`config.mk`:
```
export PLATFORM = sky130hd
export DESIGN_NAME = alu_arbiter
export DESIGN_NICKNAME = d
export VERILOG_FILES = /design/src/rtl/alu_pkg.sv /design/src/rtl/alu.sv /design/src/rtl/alu_arbiter.sv
export SDC_FILE = /design/constraint.sdc
export NUM_CORES = 2
export LEC_CHECK = 0
export ABC_AREA = 1
export CORE_MARGIN = 8
export CORE_UTILIZATION = 30
export CTS_BUF_LIST = sky130_fd_sc_hd__clkbuf_16
export CTS_CLUSTER_SIZE = 16
export DETAILED_ROUTE_END_ITERATION = 8
export PLACE_DENSITY_LB_ADDON = 0.08
export SYNTH_ARGS = -nofsm -noshare
export SYNTH_HDL_FRONTEND = slang
export SYNTH_SLANG_ARGS = --single-unit
```
`constraint.sdc`:
```
create_clock -name clk -period 7.8 [get_ports clk]
set_clock_uncertainty 0.15 [all_clocks]
set_input_delay 1.56 -clock clk [delete_from_list [all_inputs] [get_ports clk]]
set_output_delay 1.56 -clock clk [all_outputs]
set_load 0.01 [all_outputs]
```
`src/rtl/alu_pkg.sv`:
```
// Shared definitions for the ALU arbiter: opcode values and arbitration state encoding.
package alu_pkg;

  localparam logic [2:0] AND = 3'b000;
  localparam logic [2:0] OR  = 3'b001;
  localparam logic [2:0] ADD = 3'b010;
  localparam logic [2:0] SUB = 3'b100;
  localparam logic [2:0] MUL = 3'b101;
  localparam logic [2:0] SLT = 3'b110;

  typedef enum logic [1:0] {
    IDLE = 2'b00,
    OWN0 = 2'b01,
    OWN1 = 2'b10
  } arb_t;

endpackage

```
`src/rtl/alu.sv`:
```
// Combinational ALU shared by both arbiter ports; wrapping arithmetic, unsigned SLT.
module alu
  import alu_pkg::*;
#(
  parameter int WIDTH = 32
) (
  input  logic [WIDTH-1:0] SrcA,
  input  logic [WIDTH-1:0] SrcB,
  input  logic [2:0]       ALUControl,
  output logic [WIDTH-1:0] ALUResult,
  output logic             Zero
);

  always_comb begin
    ALUResult = '0;
    case (ALUControl)
      AND:     ALUResult = SrcA & SrcB;
      OR:      ALUResult = SrcA | SrcB;
      ADD:     ALUResult = SrcA + SrcB;
      SUB:     ALUResult = SrcA - SrcB;
      MUL:     ALUResult = SrcA * SrcB;
      SLT:     ALUResult = {{(WIDTH-1){1'b0}}, (SrcA < SrcB)};
      default: ALUResult = '0;
    endcase
  end

  assign Zero = (ALUResult == '0);

endmodule

```
`src/rtl/alu_arbiter.sv`:
```
// Round-robin arbiter sharing one ALU between the EX stage (port 0) and an auxiliary
// requester (port 1); results land in per-port registered response slots one cycle later.
module alu_arbiter
  import alu_pkg::*;
#(
  parameter int WIDTH = 32,
  parameter int CNT_W = 16
) (
  input  logic             clk,
  input  logic             rst,
  input  logic             ReqValid0,
  input  logic             ReqValid1,
  output logic             ReqReady0,
  output logic             ReqReady1,
  input  logic [WIDTH-1:0] ReqSrcA0,
  input  logic [WIDTH-1:0] ReqSrcA1,
  input  logic [WIDTH-1:0] ReqSrcB0,
  input  logic [WIDTH-1:0] ReqSrcB1,
  input  logic [2:0]       ReqALUControl0,
  input  logic [2:0]       ReqALUControl1,
  output logic             RspValid0,
  output logic             RspValid1,
  input  logic             RspReady0,
  input  logic             RspReady1,
  output logic [WIDTH-1:0] RspResult0,
  output logic [WIDTH-1:0] RspResult1,
  output logic             RspZero0,
  output logic             RspZero1,
  output logic [CNT_W-1:0] Conflicts
);

  logic [1:0]       req_valid;
  logic [1:0]       rsp_ready;
  logic [1:0]       rsp_valid;
  logic [1:0]       rsp_zero;
  logic [1:0]       elig;
  logic [1:0]       grant;
  logic [WIDTH-1:0] rsp_result [2];

  arb_t             arb_reg;
  logic             idle_last_reg;
  logic             last_grant;
  logic [CNT_W-1:0] conflicts_reg;

  logic [WIDTH-1:0] alu_a;
  logic [WIDTH-1:0] alu_b;
  logic [2:0]       alu_op;
  logic [WIDTH-1:0] alu_y;
  logic             alu_zero;

  assign req_valid = {ReqValid1, ReqValid0};
  assign rsp_ready = {RspReady1, RspReady0};

  // A port may be granted only if its response slot is empty or draining this cycle.
  genvar gi;
  generate
    for (gi = 0; gi < 2; gi++) begin : g_elig
      assign elig[gi] = ~rst & req_valid[gi] & (~rsp_valid[gi] | rsp_ready[gi]);
    end
  endgenerate

  // IDLE keeps whichever port owned the ALU most recently.
  always_comb begin
    last_grant = idle_last_reg;
    if (arb_reg == OWN0) last_grant = 1'b0;
    else if (arb_reg == OWN1) last_grant = 1'b1;
  end

  assign grant[0] = elig[0] & (~elig[1] | last_grant);
  assign grant[1] = elig[1] & (~elig[0] | ~last_grant);

  assign ReqReady0 = grant[0];
  assign ReqReady1 = grant[1];

  assign alu_a  = grant[1] ? ReqSrcA1       : ReqSrcA0;
  assign alu_b  = grant[1] ? ReqSrcB1       : ReqSrcB0;
  assign alu_op = grant[1] ? ReqALUControl1 : ReqALUControl0;

  alu #(.WIDTH(WIDTH)) u_alu (
    .SrcA       (alu_a),
    .SrcB       (alu_b),
    .ALUControl (alu_op),
    .ALUResult  (alu_y),
    .Zero       (alu_zero)
  );

  generate
    for (gi = 0; gi < 2; gi++) begin : g_rsp
      logic             valid_reg;
      logic             zero_reg;
      logic [WIDTH-1:0] result_reg;

      // A grant in the same cycle as a drain reloads the slot with no bubble.
      always_ff @(posedge clk or posedge rst) begin
        if (rst) begin
          valid_reg  <= 1'b0;
          zero_reg   <= 1'b0;
          result_reg <= '0;
        end else if (grant[gi]) begin
          valid_reg  <= 1'b1;
          zero_reg   <= alu_zero;
          result_reg <= alu_y;
        end else if (rsp_ready[gi]) begin
          valid_reg  <= 1'b0;
        end
      end

      assign rsp_valid[gi]  = valid_reg;
      assign rsp_zero[gi]   = zero_reg;
      assign rsp_result[gi] = result_reg;
    end
  endgenerate

  always_ff @(posedge clk or posedge rst) begin
    if (rst) begin
      arb_reg       <= IDLE;
      idle_last_reg <= 1'b1;
      conflicts_reg <= '0;
    end else begin
      if (grant[0])      arb_reg <= OWN0;
      else if (grant[1]) arb_reg <= OWN1;
      else               arb_reg <= IDLE;
      idle_last_reg <= last_grant;
      if ((&elig) && !(&conflicts_reg))
        conflicts_reg <= conflicts_reg + CNT_W'(1);
    end
  end

  assign RspValid0  = rsp_valid[0];
  assign RspValid1  = rsp_valid[1];
  assign RspResult0 = rsp_result[0];
  assign RspResult1 = rsp_result[1];
  assign RspZero0   = rsp_zero[0];
  assign RspZero1   = rsp_zero[1];
  assign Conflicts  = conflicts_reg;

endmodule

```
# == Word level (Yosys, flattened, before mapping) ==
# Index checks and enable logic that the tools add are counted.
# totals
word_cells,59
regBits,87
out_inout_bits,86
in_bits,140
# classes
n_addsub,3
mul,1
muxes,12
bitwise_logic,18
n_reduce_logical,8
eq_ne,7
n_lt_le_gt_ge,1
# ops
cell,count
$pmux W32 S6,1
$mux W32,2
$add A32 B32 Y32,1
$and A32 B32 Y32,1
$logic_not A32 Y1,1
$lt A32 B32 Y1,1
$mul A32 B32 Y32,1
$or A32 B32 Y32,1
$sub A32 B32 Y32,1
$add A16 B1 Y16 const B,1
$reduce_and A16 Y1,1
$eq A3 B3 Y1 const B,3
$and A1 B1 Y1,6
$mux W1,6
$not A1 Y1,6
$mux W2,2
$or A1 B1 Y1,4
$reduce_bool A2 Y1,2
$eq A3 B1 Y1 const B,1
$eq A3 B2 Y1 const B,1
$logic_not A3 Y1,1
$mux W3,1
$eq A2 B1 Y1 const B,1
$eq A2 B2 Y1 const B,1
other kinds (3),3

# == Logic depth before layout (Yosys ltp) ==
# depth
depth_word,10
mapped_depth,48
mapped_depth_nobuf,46

# == Cells and area by module ==
# A second synthesis with hierarchy kept.
# hier_totals
cells_unflattened,4104
hier_area_um2,27281.2
# by_module_without_submodules
mod,cells_each,seq_area_each_um2,area_each_um2,instances
alu,3432,0.0,22726.8,1
alu_arbiter,672,2178.3,4554.4,1

# == Least setup slack after synthesis ==
# Ideal clock, no wire load.
# synth_timing
path_type,input to register
startpoint,input port rst
endpoint,register g_rsp[0].zero_reg (netlist: RspZero0)
t_required_ns,7.572
arrival_time_ns,10.398
path_stages,35
n_path_buf,2
setup_slack_ns,-2.826
setup_time_ns,0.078
path_cell_list,inv_1 nand2_1 nor2_1 nand2_2 buf_2 nand3_1 nand2_1 inv_1 clkbuf_1 nor2_1 fa_1 fa_1 fa_1 inv_1 fa_1 inv_1 fa_1 fa_1 fa_1 fa_1 ha_1 nand2_1 nor4_1 nand4_1 nand3_1 nand2_1 nand2_1 nand3_1 nor2_1 nand2_1 nor3_1 nand4_1 nor2_1 nand4_1 o21bai_1
# synth_via
elab_chain_len,10
word_cells_on_any_way,28
classes_between,add/sub: 2; mul: 1; order compare: 1; eq/ne: 5; mux: 4; bitwise: 13; reduce/logical: 2
# synth_lines
item,line,text
"start, declared",alu_arbiter.sv:10,"input logic rst,"
$not A1 Y1 (*),alu_arbiter.sv:58,assign elig[gi] = ~rst & req_valid[gi] & (~rsp_valid[gi] | rsp_ready[gi]);
$and A1 B1 Y1 (2 in a row),alu_arbiter.sv:58,
$not A1 Y1,alu_arbiter.sv:70,assign grant[1] = elig[1] & (~elig[0] | ~last_grant);
$or A1 B1 Y1,alu_arbiter.sv:70,
$and A1 B1 Y1,alu_arbiter.sv:70,
$mux W32 (tied with other cells),alu_arbiter.sv:75,assign alu_a = grant[1] ? ReqSrcA1 : ReqSrcA0;
$mul A32 B32 Y32 (tied with other cells),alu.sv:21,MUL: ALUResult = SrcA * SrcB;
$pmux W32 S6,alu.sv:16,case (ALUControl)
$logic_not A32 Y1,alu.sv:27,assign Zero = (ALUResult == '0);
"end signal, assigned",alu_arbiter.sv:101,zero_reg <= alu_zero;
"end, declared",alu_arbiter.sv:90,logic zero_reg;
# Every way passes the cells marked *; elsewhere a longest branch is shown, timed or not.
# A chain may end at the register's enable or synchronous reset.

# == Final worst setup path ==
# layout_timing
startpoint,input port RspReady1
endpoint,register g_rsp[0].zero_reg (netlist: RspZero0)
# layout_via
elab_chain_len,7
word_cells_on_any_way,23
classes_between,add/sub: 2; mul: 1; order compare: 1; eq/ne: 5; mux: 4; bitwise: 8; reduce/logical: 2
# layout_lines
item,line,text
"start, declared",alu_arbiter.sv:24,"input logic RspReady1,"
$or A1 B1 Y1 (*),alu_arbiter.sv:58,
$and A1 B1 Y1 (*),alu_arbiter.sv:58,
$and A1 B1 Y1,alu_arbiter.sv:70,
$mux W32 (tied with other cells),alu_arbiter.sv:75,
$mul A32 B32 Y32 (tied with other cells),alu.sv:21,
$pmux W32 S6,alu.sv:16,
$logic_not A32 Y1,alu.sv:27,
# Marks and branches as above.

==> qor.txt <==
outcome: complete, but fails checks
violations in the final reports: setup timing
starting utilization of the core area: 0.303
row cnt: 106
root buf cell: sky130_fd_sc_hd__clkbuf_16
CP Launch Type: input port
Synthesis Warnings: 0
count of vias placed by the detailed router: 25700
cts bufs inserted: 9
total half-perimeter wirelength after legalization and detailed placement: 104000 um
cells after synthesis: 3540
maximum number of pins on one net before global-route repair: 75
DRC violation count after routing: 0
critical path data arrival time: 9.32 ns
die width: 306 um
RSZ-0062 raised after global routing: true
Die Area: 93900 um^2
Top FF cell, synth: sky130_fd_sc_hd__dfrtp_1
initial DRC count: 1968
number of pins with negative max-slew slack in the final report: 0
class of the worst hold path: register to register
average wire per standard cell: 22.9 um
TritonCTS clock tree: built
count of input and output buffers: 225
via count of the first global-routing pass: 26500
placement-stage worst setup slack: -2.47 ns
FFs w/ async S/R, synth: 1.00
clock-pin slew of the registers on the worst-case setup and hold paths: 0.07 ns
Distinct cells, synth: 46
Worst Setup Slack, final: -1.39 ns
CP max FO: 11
mean instance size in the synthesized netlist: 7.15 um^2
worst-case register-to-register setup slack: -0.68 ns
fraction of the yosys area taken by sequential cells: 0.0861
Nets: 4973
Worst-Skew Late Latency: 0.36 ns
slew at the pin closest to its max-slew limit: 1.03 ns
Worst path max stage delay: 0.64 ns
number of iterations in the first detailed-routing pass: 5
final critical-path share of the clock period: 1.18
max_slew headroom: 0.315
number of I/O pins: 226
fill cell instance count of the final layout: 8692
type of element capturing the critical path: register
detailed-route wire length: 121000 um
final non-filler cell total: 5289
overflow left after global routing: 0
Critical Setup Path Class: input port to register
global router's overall resource usage: 0.252
antenna violations before repair: 1
Max clock buf depth: 2
final-report hold violation count: 0
layout overhead on the synthesized area: 42.2%
placed insts: 5211
die height: 306 um
maximum clock rate: 109 MHz
CP Data Required Time: 7.93 ns
count of final setup violators: 48
number of enable flip-flop cells after synthesis: 0
gpl congestion: 1.02
layout cells sized above 1: 0.240
wire length of the first global-routing pass: 176000 um
time the worst path needs with I/O delays and setup: 9.19 ns
post-DR vias/cell: 4.86
level count of the clock H-tree: 3
FF+latch count, synth: 87
CORE AREA: 83600 um^2
Clock Sink Count: 87
number of nets produced by synthesis: 4310
synthesized cell area: 25300 um^2
Hold-fix buffers, CTS: 0
Antenna Violating Nets Remaining: 0
Max stage delay cell, worst path: sky130_fd_sc_hd__fa_2
most used cell, CP: sky130_fd_sc_hd__fa_1
total negative setup slack: -38.64 ns
max-cap violation count: 0
metal layers:
| layer | GRT usage | routed length (um) |
|---|---|---|
| met1 | 0.340 | 52600 |
| met2 | 0.419 | 56200 |
| met3 | 0.0333 | 7510 |
| met4 | 0.0768 | 4730 |
| met5 | 0 | 0 |
timing repair:
| action | in CTS | in global routing |
|---|---|---|
| setup endpoints to repair | 52 | 53 |
| gates cloned | 3 | 3 |
| hold endpoints to repair | 0 | 0 |
| pin swaps | 16 | 92 |
| setup buffers | 11 | 53 |
| resized for setup | 142 | 328 |
Yosys cell counts (8+ instances only):
master,number,area (um^2)
sky130_fd_sc_hd__nor2_1,486,1820
sky130_fd_sc_hd__o211ai_1,10,75.1
sky130_fd_sc_hd__nor3_1,14,70.1
sky130_fd_sc_hd__nand3_1,172,861
sky130_fd_sc_hd__buf_2,21,105
sky130_fd_sc_hd__xnor2_1,21,184
sky130_fd_sc_hd__ha_1,220,2750
sky130_fd_sc_hd__xor2_1,26,228
sky130_fd_sc_hd__clkinv_1,9,33.8
sky130_fd_sc_hd__inv_1,650,2440
sky130_fd_sc_hd__nand4_1,30,188
sky130_fd_sc_hd__nand3b_1,16,120
sky130_fd_sc_hd__clkbuf_1,67,251
sky130_fd_sc_hd__nand2_1,847,3180
sky130_fd_sc_hd__nand2_2,14,87.6
sky130_fd_sc_hd__fa_1,410,8210
sky130_fd_sc_hd__buf_4,8,60.1
sky130_fd_sc_hd__o21ai_1,26,130
sky130_fd_sc_hd__o21ai_0,142,711
sky130_fd_sc_hd__buf_1,15,56.3
sky130_fd_sc_hd__inv_2,11,41.3
sky130_fd_sc_hd__o21ai_2,28,245
sky130_fd_sc_hd__buf_6,11,124
sky130_fd_sc_hd__a21oi_1,139,696
sky130_fd_sc_hd__o21bai_1,9,67.6
sky130_fd_sc_hd__dfrtp_1,86,2150
area by class of cell:
class | count | area (um^2) | share of cell area
multi-input cells | 2661 | 22000 | 0.612
repair buffers | 774 | 7520 | 0.209
inverters | 670 | 2580 | 0.0718
flip-flops and latches | 87 | 2180 | 0.0605
well taps | 1080 | 1350 | 0.0375
clock buffers | 9 | 225 | 0.00626
clock inverters | 7 | 91.3 | 0.00254
diodes | 1 | 2.50 | 0.0000695
critical path: cells and delay by family:
kind | cells | cell delay, ns
AND/OR/NAND/NOR | 14 | 1.65
adder cells (fa/ha/maj) | 9 | 4.01
AO/OA/AOI/OAI | 6 | 0.69
buffers and inverters | 13 | 1.35
per-stage QoR:
stage / instance area, um^2 / hold slack [ns] / utilization
5_1_grt: 36000 / 0.356 / 0.431
3_3_place_gp: 33300 / 0.316 / 0.398
2_1_floorplan: 26000 / 0.292 / -
3_5_place_dp: 33300 / 0.318 / 0.398
6_report: 36000 / 0.336 / 0.431
4_1_cts: 34300 / 0.337 / 0.411
path summary, 6_finish.rpt:
path / start / endpoint / cells after the start
setup reg to reg: idle_last_reg$_DFF_PP1_ / RspZero0$_DFFE_PP0P_ / 41
hold reg to reg: RspResult1[27]$_DFFE_PP0N_ / RspResult1[27]$_DFFE_PP0N_ / 2
hold / removal: RspResult1[27]$_DFFE_PP0N_ / RspResult1[27]$_DFFE_PP0N_ / 2
setup / recovery: RspReady1 / RspZero0$_DFFE_PP0P_ / 42
min in group asynchronous: rst / arb_reg[0]$_DFF_PP0_ / 3
max in group asynchronous: rst / Conflicts[12]$_DFFE_PP0P_ / 4
cell families after synthesis:
family | count (synthesis) | synth area share
flip-flops | 87 | 0.0861
AO/OA/AOI/OAI | 383 | 0.0852
XOR/XNOR | 47 | 0.0163
buffers and inverters | 792 | 0.123
adder cells (fa/ha/maj) | 630 | 0.433
AND/OR/NAND/NOR | 1601 | 0.256
cell usage in the layout, fill, tap and decap left out, drive strengths merged, types with 4 or more instances in the layout:
cell,count
or2,7
clkinv,11
nor4,4
clkdlybuf4s50,220
nand4,30
ha,220
fa,410
xor2,26
nor2,492
o211ai,10
nor3,15
clkinvlp,4
o21a,4
clkbuf,13
xnor2,21
o21bai,9
nand3,174
a31oi,6
buf,546
o21ai,198
a21o,5
dfrtp,86
inv,661
a21oi,139
nand3b,16
nand2,861
Power is left out: the tool's default activity adds up to more than one toggle a clock period on the data nets, which glitch-free logic cannot reach.
